### src/rtl/weight_pkg.sv
// Shared state encoding and width helper for the weight scheduler slice.
package weight_pkg;

  typedef enum logic [1:0] {
    IDLE  = 2'd0,
    LOAD  = 2'd1,
    SERVE = 2'd2
  } state_e;

  // Ceiling log2, floored at 1 so single-entry configurations keep a 1-bit field.
  function automatic int clog2(input int n);
    int r;
    r = 0;
    while ((1 << r) < n) r++;
    return (r < 1) ? 1 : r;
  endfunction

endpackage

### src/rtl/weight_sched_if.sv
// Bus between the weight scheduler and its loader and read requesters.
interface weight_sched_if #(
  parameter int NUM_SYNAPSES = 16,
  parameter int WIDTH_P      = 8,
  parameter int NUM_REQ      = 2
);
  localparam int AW = weight_pkg::clog2(NUM_SYNAPSES);
  localparam int RW = weight_pkg::clog2(NUM_REQ);

  logic                  start_i;
  logic [WIDTH_P-1:0]    rand_i;
  logic [NUM_REQ-1:0]    req_i;
  logic [NUM_REQ*AW-1:0] addr_i;
  logic [NUM_REQ-1:0]    gnt_o;
  logic                  rvalid_o;
  logic [WIDTH_P-1:0]    rdata_o;
  logic [RW-1:0]         rid_o;
  logic                  busy_o;
  logic                  ready_o;
  logic                  done_o;

  modport master (
    output start_i, rand_i, req_i, addr_i,
    input  gnt_o, rvalid_o, rdata_o, rid_o, busy_o, ready_o, done_o
  );

  modport slave (
    input  start_i, rand_i, req_i, addr_i,
    output gnt_o, rvalid_o, rdata_o, rid_o, busy_o, ready_o, done_o
  );

endinterface

### src/rtl/rr_arbiter.sv
// Combinational round-robin arbiter; the owner keeps the priority pointer.
module rr_arbiter import weight_pkg::*; #(
  parameter int N = 2
) (
  input  logic [N-1:0]        req,
  input  logic                en,
  input  logic [clog2(N)-1:0] ptr,
  output logic [N-1:0]        gnt
);

  localparam int unsigned NU = unsigned'(N);

  logic found;

  // Pick the requester with the smallest rotational distance from ptr.
  always_comb begin
    gnt   = '0;
    found = 1'b0;
    for (int unsigned d = 0; d < NU; d++) begin
      for (int unsigned k = 0; k < NU; k++) begin
        if (en && !found && req[k] && (((k + NU - 32'(ptr)) % NU) == d)) begin
          gnt[k] = 1'b1;
          found  = 1'b1;
        end
      end
    end
  end

endmodule

### src/rtl/weight_sched.sv
// Weight bank loaded from a random source, then served to round-robin readers.
module weight_sched import weight_pkg::*; #(
  parameter int NUM_SYNAPSES = 16,
  parameter int WIDTH_P      = 8,
  parameter int NUM_REQ      = 2
) (
  input logic           clk_i,
  input logic           rst_ni,
  weight_sched_if.slave bus
);

  localparam int AW = clog2(NUM_SYNAPSES);
  localparam int RW = clog2(NUM_REQ);
  localparam logic [AW-1:0] LAST_IDX = AW'(NUM_SYNAPSES - 1);
  localparam logic [AW:0]   DEPTH    = (AW+1)'(NUM_SYNAPSES);
  localparam logic [RW-1:0] LAST_REQ = RW'(NUM_REQ - 1);

  state_e             state;
  logic [AW-1:0]      idx;
  logic [WIDTH_P-1:0] bank [NUM_SYNAPSES];
  logic [RW-1:0]      ptr;
  logic [RW-1:0]      gnt_idx;
  logic [AW-1:0]      gnt_addr;
  logic [NUM_REQ-1:0] gnt;
  logic               rvalid;
  logic               done;
  logic [WIDTH_P-1:0] rdata;
  logic [RW-1:0]      rid;

  // A start pulse in SERVE suppresses that cycle's grant.
  rr_arbiter #(.N(NUM_REQ)) u_arb (
    .req (bus.req_i),
    .en  (state == SERVE && !bus.start_i),
    .ptr (ptr),
    .gnt (gnt)
  );

  always_comb begin
    gnt_idx  = '0;
    gnt_addr = '0;
    for (int unsigned i = 0; i < unsigned'(NUM_REQ); i++) begin
      if (gnt[i]) begin
        gnt_idx  = RW'(i);
        gnt_addr = bus.addr_i[i*AW +: AW];
      end
    end
  end

  always_ff @(posedge clk_i or negedge rst_ni) begin
    if (!rst_ni) begin
      state  <= IDLE;
      idx    <= '0;
      ptr    <= '0;
      rvalid <= 1'b0;
      rdata  <= '0;
      rid    <= '0;
      done   <= 1'b0;
      for (int unsigned i = 0; i < unsigned'(NUM_SYNAPSES); i++) bank[i] <= '0;
    end else begin
      done   <= 1'b0;
      rvalid <= |gnt;
      if (|gnt) begin
        rid   <= gnt_idx;
        ptr   <= (gnt_idx == LAST_REQ) ? '0 : gnt_idx + 1'b1;
        // Indices past the populated bank read as zero.
        rdata <= ({1'b0, gnt_addr} < DEPTH) ? bank[gnt_addr] : '0;
      end
      unique case (state)
        IDLE: begin
          if (bus.start_i) begin
            state <= LOAD;
            idx   <= '0;
          end
        end
        LOAD: begin
          bank[idx] <= bus.rand_i;
          if (idx == LAST_IDX) begin
            state <= SERVE;
            done  <= 1'b1;
            idx   <= '0;
          end else begin
            idx <= idx + 1'b1;
          end
        end
        SERVE: begin
          if (bus.start_i) begin
            state <= LOAD;
            idx   <= '0;
          end
        end
        default: state <= IDLE;
      endcase
    end
  end

  assign bus.gnt_o    = gnt;
  assign bus.rvalid_o = rvalid;
  assign bus.rdata_o  = rdata;
  assign bus.rid_o    = rid;
  assign bus.done_o   = done;
  assign bus.busy_o   = (state == LOAD);
  assign bus.ready_o  = (state == SERVE);

endmodule

### src/flat_wrapper.sv
// flat-port wrapper written by rule: the top's interface ports become plain ports
module weight_sched_flat import weight_pkg::*;
#(
  parameter int NUM_SYNAPSES = 16,
  parameter int WIDTH_P      = 8,
  parameter int NUM_REQ      = 2
)
  (clk_i, rst_ni, bus_start_i, bus_rand_i, bus_req_i, bus_addr_i, bus_gnt_o, bus_rvalid_o, bus_rdata_o, bus_rid_o, bus_busy_o, bus_ready_o, bus_done_o);
  weight_sched_if #(.NUM_SYNAPSES(NUM_SYNAPSES), .WIDTH_P(WIDTH_P), .NUM_REQ(NUM_REQ)) bus_i ();
  input logic clk_i;
  input logic rst_ni;
  input wire logic [$bits(bus_i.start_i)-1:0] bus_start_i;
  input wire logic [$bits(bus_i.rand_i)-1:0] bus_rand_i;
  input wire logic [$bits(bus_i.req_i)-1:0] bus_req_i;
  input wire logic [$bits(bus_i.addr_i)-1:0] bus_addr_i;
  output wire logic [$bits(bus_i.gnt_o)-1:0] bus_gnt_o;
  output wire logic [$bits(bus_i.rvalid_o)-1:0] bus_rvalid_o;
  output wire logic [$bits(bus_i.rdata_o)-1:0] bus_rdata_o;
  output wire logic [$bits(bus_i.rid_o)-1:0] bus_rid_o;
  output wire logic [$bits(bus_i.busy_o)-1:0] bus_busy_o;
  output wire logic [$bits(bus_i.ready_o)-1:0] bus_ready_o;
  output wire logic [$bits(bus_i.done_o)-1:0] bus_done_o;
  assign bus_i.start_i = bus_start_i;
  assign bus_i.rand_i = bus_rand_i;
  assign bus_i.req_i = bus_req_i;
  assign bus_i.addr_i = bus_addr_i;
  assign bus_gnt_o = bus_i.gnt_o;
  assign bus_rvalid_o = bus_i.rvalid_o;
  assign bus_rdata_o = bus_i.rdata_o;
  assign bus_rid_o = bus_i.rid_o;
  assign bus_busy_o = bus_i.busy_o;
  assign bus_ready_o = bus_i.ready_o;
  assign bus_done_o = bus_i.done_o;
  weight_sched #(.NUM_SYNAPSES(NUM_SYNAPSES), .WIDTH_P(WIDTH_P), .NUM_REQ(NUM_REQ)) u_core (.clk_i(clk_i), .rst_ni(rst_ni), .bus(bus_i));
endmodule
### config.mk
export PLATFORM = sky130hd
export DESIGN_NAME = weight_sched_flat
export DESIGN_NICKNAME = d
export VERILOG_FILES = /design/src/rtl/weight_pkg.sv /design/src/rtl/weight_sched_if.sv /design/src/rtl/rr_arbiter.sv /design/src/rtl/weight_sched.sv /design/src/flat_wrapper.sv
export SDC_FILE = /design/constraint.sdc
export NUM_CORES = 1
export LEC_CHECK = 0
export CAP_MARGIN = 20
export CORE_MARGIN = 2
export CORE_UTILIZATION = 35
export DETAILED_ROUTE_END_ITERATION = 10
export SLEW_MARGIN = 20
export SYNTH_ARGS = -nofsm -noshare
export SYNTH_HDL_FRONTEND = slang
export SYNTH_SLANG_ARGS = --single-unit
### constraint.sdc
create_clock -name clk_i -period 3.2 [get_ports clk_i]
set_input_delay 0.32 -clock clk_i [delete_from_list [all_inputs] [get_ports clk_i]]
set_output_delay 0.32 -clock clk_i [all_outputs]
set_load 0.02 [all_outputs]
==> metrics.yaml <==
status: "finished, final reports clean"
slew_viol_final: 0
max_stage_delay_ns: 0.59
tightest_slew_ns: 0.7415
drtIter0Drc: 391
leakage_nw: 3.507
die_h_um: 143.5
core_um2: 19270
numCtsBuffers: 17
dieArea_um2: 20600
wire_per_inst_um: 19.81
setup_tns_ns: 0
clock-root-buffer: "clkbuf_16"
holdWs_ns: 0.3994
antenna_found_initial: 0
yosysSeqAreaShare: 0.5362
ant_nets: 0
ff2ff_path_depth: 6
nets: 629
die_width_um: 143.5
post_drt_via_cell_ratio: 5.474
use_met2: 0.2860
initial_core_util: 0.3536
clkSlewWorstSetupHoldPaths_ns: 0.06
cts_htree_levels: 4
via_count: 4823
finClkSkew_ns: 0.01100
max_slew_margin: 0.5024
syn_to_final_growth_pct: 19.87
grt_max_degree: 51
dp_slack_ns: 0.2435
grt_first_pass_wirelength_mm: 27.76
drtPass1Iterations: 5
postCtsSetupBuffers: 0
cts.path.max_buffers: 2
final_area_um2: 8168
rsz0062_at_grt: "false"
io_buffers: 35
path_cells: "nor3b_4, nand3_4, buf_4, inv_1, clkdlybuf4s50_1"
cts_tree: "built"
row_count: 51
vdd_drop_max_mv: 0.3848
finalCritPeriodShare: 0.8371
syn_inst: 555
fmax_ghz: 0.3733
cp.required_ns: 2.88
grt_pass1_vias: 5078
cap_violations: 0
grt_use_met3: 0.03399
ios: 36
syn_area_um2: 6814
remaining_drc_errors: 0
clock_latency_ns: 0.42
grt_usage: 0.1777
synth_fp_nets: 580
busiest_layer: "met2"
grt-ovfl-total: 0
cp-start-kind: "flop"
diodes: 0
regArea_um2: 3654
slowest_stage: "clkdlybuf4s50_1"
hold_viol: 0
reg2reg_slack_ns: 0.60
worstPathMaxFanout: 10
gr-usage-met1: 0.2365
powerDensity_nw_per_um2: 906.7
layout-drive-gt1-share: 0.3068
syn_area_per_cell_um2: 12.28
routed_wl_mm: 17.46
post-route-util: 0.4238
ys_ff_latch: 146
setup_ws_ns: 0.5213
critPathCaptureType: "output port"
criticalPathCategory: "flop to output port"
holdCritPathClass: "input pin to asynchronous set/reset pin"
placed_cell_area_um2: 7533
hpwl_mm: 11.94
ys_warn_count: 0
fill_cells: 1815
period_needed_ns: 2.679
cp.arrival_ns: 2.36
setup_viol: 0
cts.sinks: 146
gp_congestion: 0.8653
multi_input_area_um2: 3009
synth_cell_types: 45
metrics by stage:
step           instances  power [mW]
6_report             881       7.406
5_1_grt              881       7.821
4_1_cts              881       7.436
3_5_place_dp         849       5.321
3_3_place_gp         849       5.174
2_1_floorplan        555       4.658
cell usage in the layout (no fill, tap or decap), types with 3 or more instances in the layout:
master	instances
o22ai_1	18
clkinv_4	3
mux2_2	129
bufinv_16	4
nor2b_1	7
nor2_1	18
dfrtp_1	146
clkbuf_16	17
ha_1	4
clkdlybuf4s50_1	34
a31oi_1	4
nand2_1	55
o41ai_1	8
a221oi_1	14
a21oi_1	18
o211ai_1	3
or4_1	8
inv_1	9
nor4_1	9
nand3_1	5
a211oi_1	14
and2_1	3
clkinv_2	3
nand2b_1	4
and3_1	3
buf_4	20
mux2i_1	19
o21ai_0	8
sequential cells by signal, indices dropped and copies added (netlist names):
| signal | cells |
|---|---|
| u_core.bus.rdata_o | 8 |
| u_core.bus.rid_o | 1 |
| u_core.bank | 128 |
| u_core.ptr | 1 |
| u_core.bus.done_o | 1 |
| u_core.idx | 4 |
| u_core.state | 2 |
| u_core.bus.rvalid_o | 1 |
final cells by class:
class	instances	share of cell area
Inverter	10	0.004596
Sequential cell	146	0.4473
Clock inverter	12	0.02221
Multi-Input combinational cell	373	0.3684
Clock buffer	19	0.05423
Tap cell	265	0.04059
Timing Repair Buffer	56	0.06265
cells in the mapped netlist (all sizes together):
master  instances  area share
or3             1     0.00092
dfrtp         146        0.54
buf             6      0.0057
and3            3      0.0028
or4             8      0.0088
nand2b          4      0.0037
mux2          130        0.22
a31oi           4      0.0037
a21boi          3      0.0033
nor2b           7      0.0064
nor4            9      0.0083
ha              4      0.0073
clkinv          1     0.00055
nand3           6      0.0062
nor3b           2      0.0039
a221oi         14       0.018
a32o            1      0.0015
o22ai          18       0.017
a21oi          18       0.013
o211ai          3      0.0033
nor2           19       0.011
o41ai           8       0.010
o221ai          2      0.0026
and2            3      0.0028
or3b            1      0.0013
or2             1     0.00092
inv             9      0.0050
clkbuf         20       0.011
and3b           1      0.0013
a32oi           1      0.0013
o21ai          11      0.0086
mux2i          21       0.032
nand4           1     0.00092
a211oi         14       0.015
nand2          55       0.030
worst paths after layout:
check / start / to
hold / removal: rst_ni / u_core.bank[77]
min in group clk_i: u_core.bank[48] / u_core.bank[48]
hold reg to reg: u_core.bank[48] / u_core.bank[48]
setup reg to reg: u_core.state[0] / u_core.bus.rdata_o[6]
max in group asynchronous: rst_ni / u_core.bank[62]
setup / recovery: u_core.state[0] / bus_gnt_o[1]
power by group:
part           leakage [nW]  total (mW)  switching (mW)  internal, mW
logic                  1.47        2.01           0.887          1.12
registers              1.73        3.29           0.542          2.75
clock network         0.309        2.10           0.775          1.33
total                  3.51        7.41            2.20          5.20
worst max-delay path, delay by kind of cell, from the launching register on:
family / cells / cell delay, ns
buffers and inverters: 3 / 0.87
and+or+nand+nor: 2 / 0.63
DFF: 1 / 0.43
routing by layer:
| metal | part of all wire | vias up | routed length, um |
|---|---|---|---|
| met4 | 0.028 | 0 | 490 |
| li1 | - | 2167 | - |
| met3 | 0.045 | 40 | 791 |
| met5 | 0 | - | 0 |
| met1 | 0.45 | 2457 | 7935 |
| met2 | 0.47 | 159 | 8238 |
logic make-up (layout without fill, tap and decap cells):
| logic type | after synthesis | after routing | share of synthesized area |
|---|---|---|---|
| muxes | 151 | 151 | 0.2473 |
| DFF | 146 | 146 | 0.5362 |
| and+or+nand+nor | 121 | 121 | 0.08924 |
| AOI/OAI and AO/OA | 97 | 97 | 0.09769 |
| buffers and inverters | 36 | 97 | 0.02222 |
| adders and majority gates | 4 | 4 | 0.007345 |
repair_timing:
| action | 4_1_cts | 5_1_grt |
|---|---|---|
| gates resized for setup | 0 | 0 |
| hold buffers | 1 | 0 |
| setup endpoints to repair | 0 | 0 |
| endpoints found under the hold margin | 47 | 0 |
(Power assumes the default switching activity.)
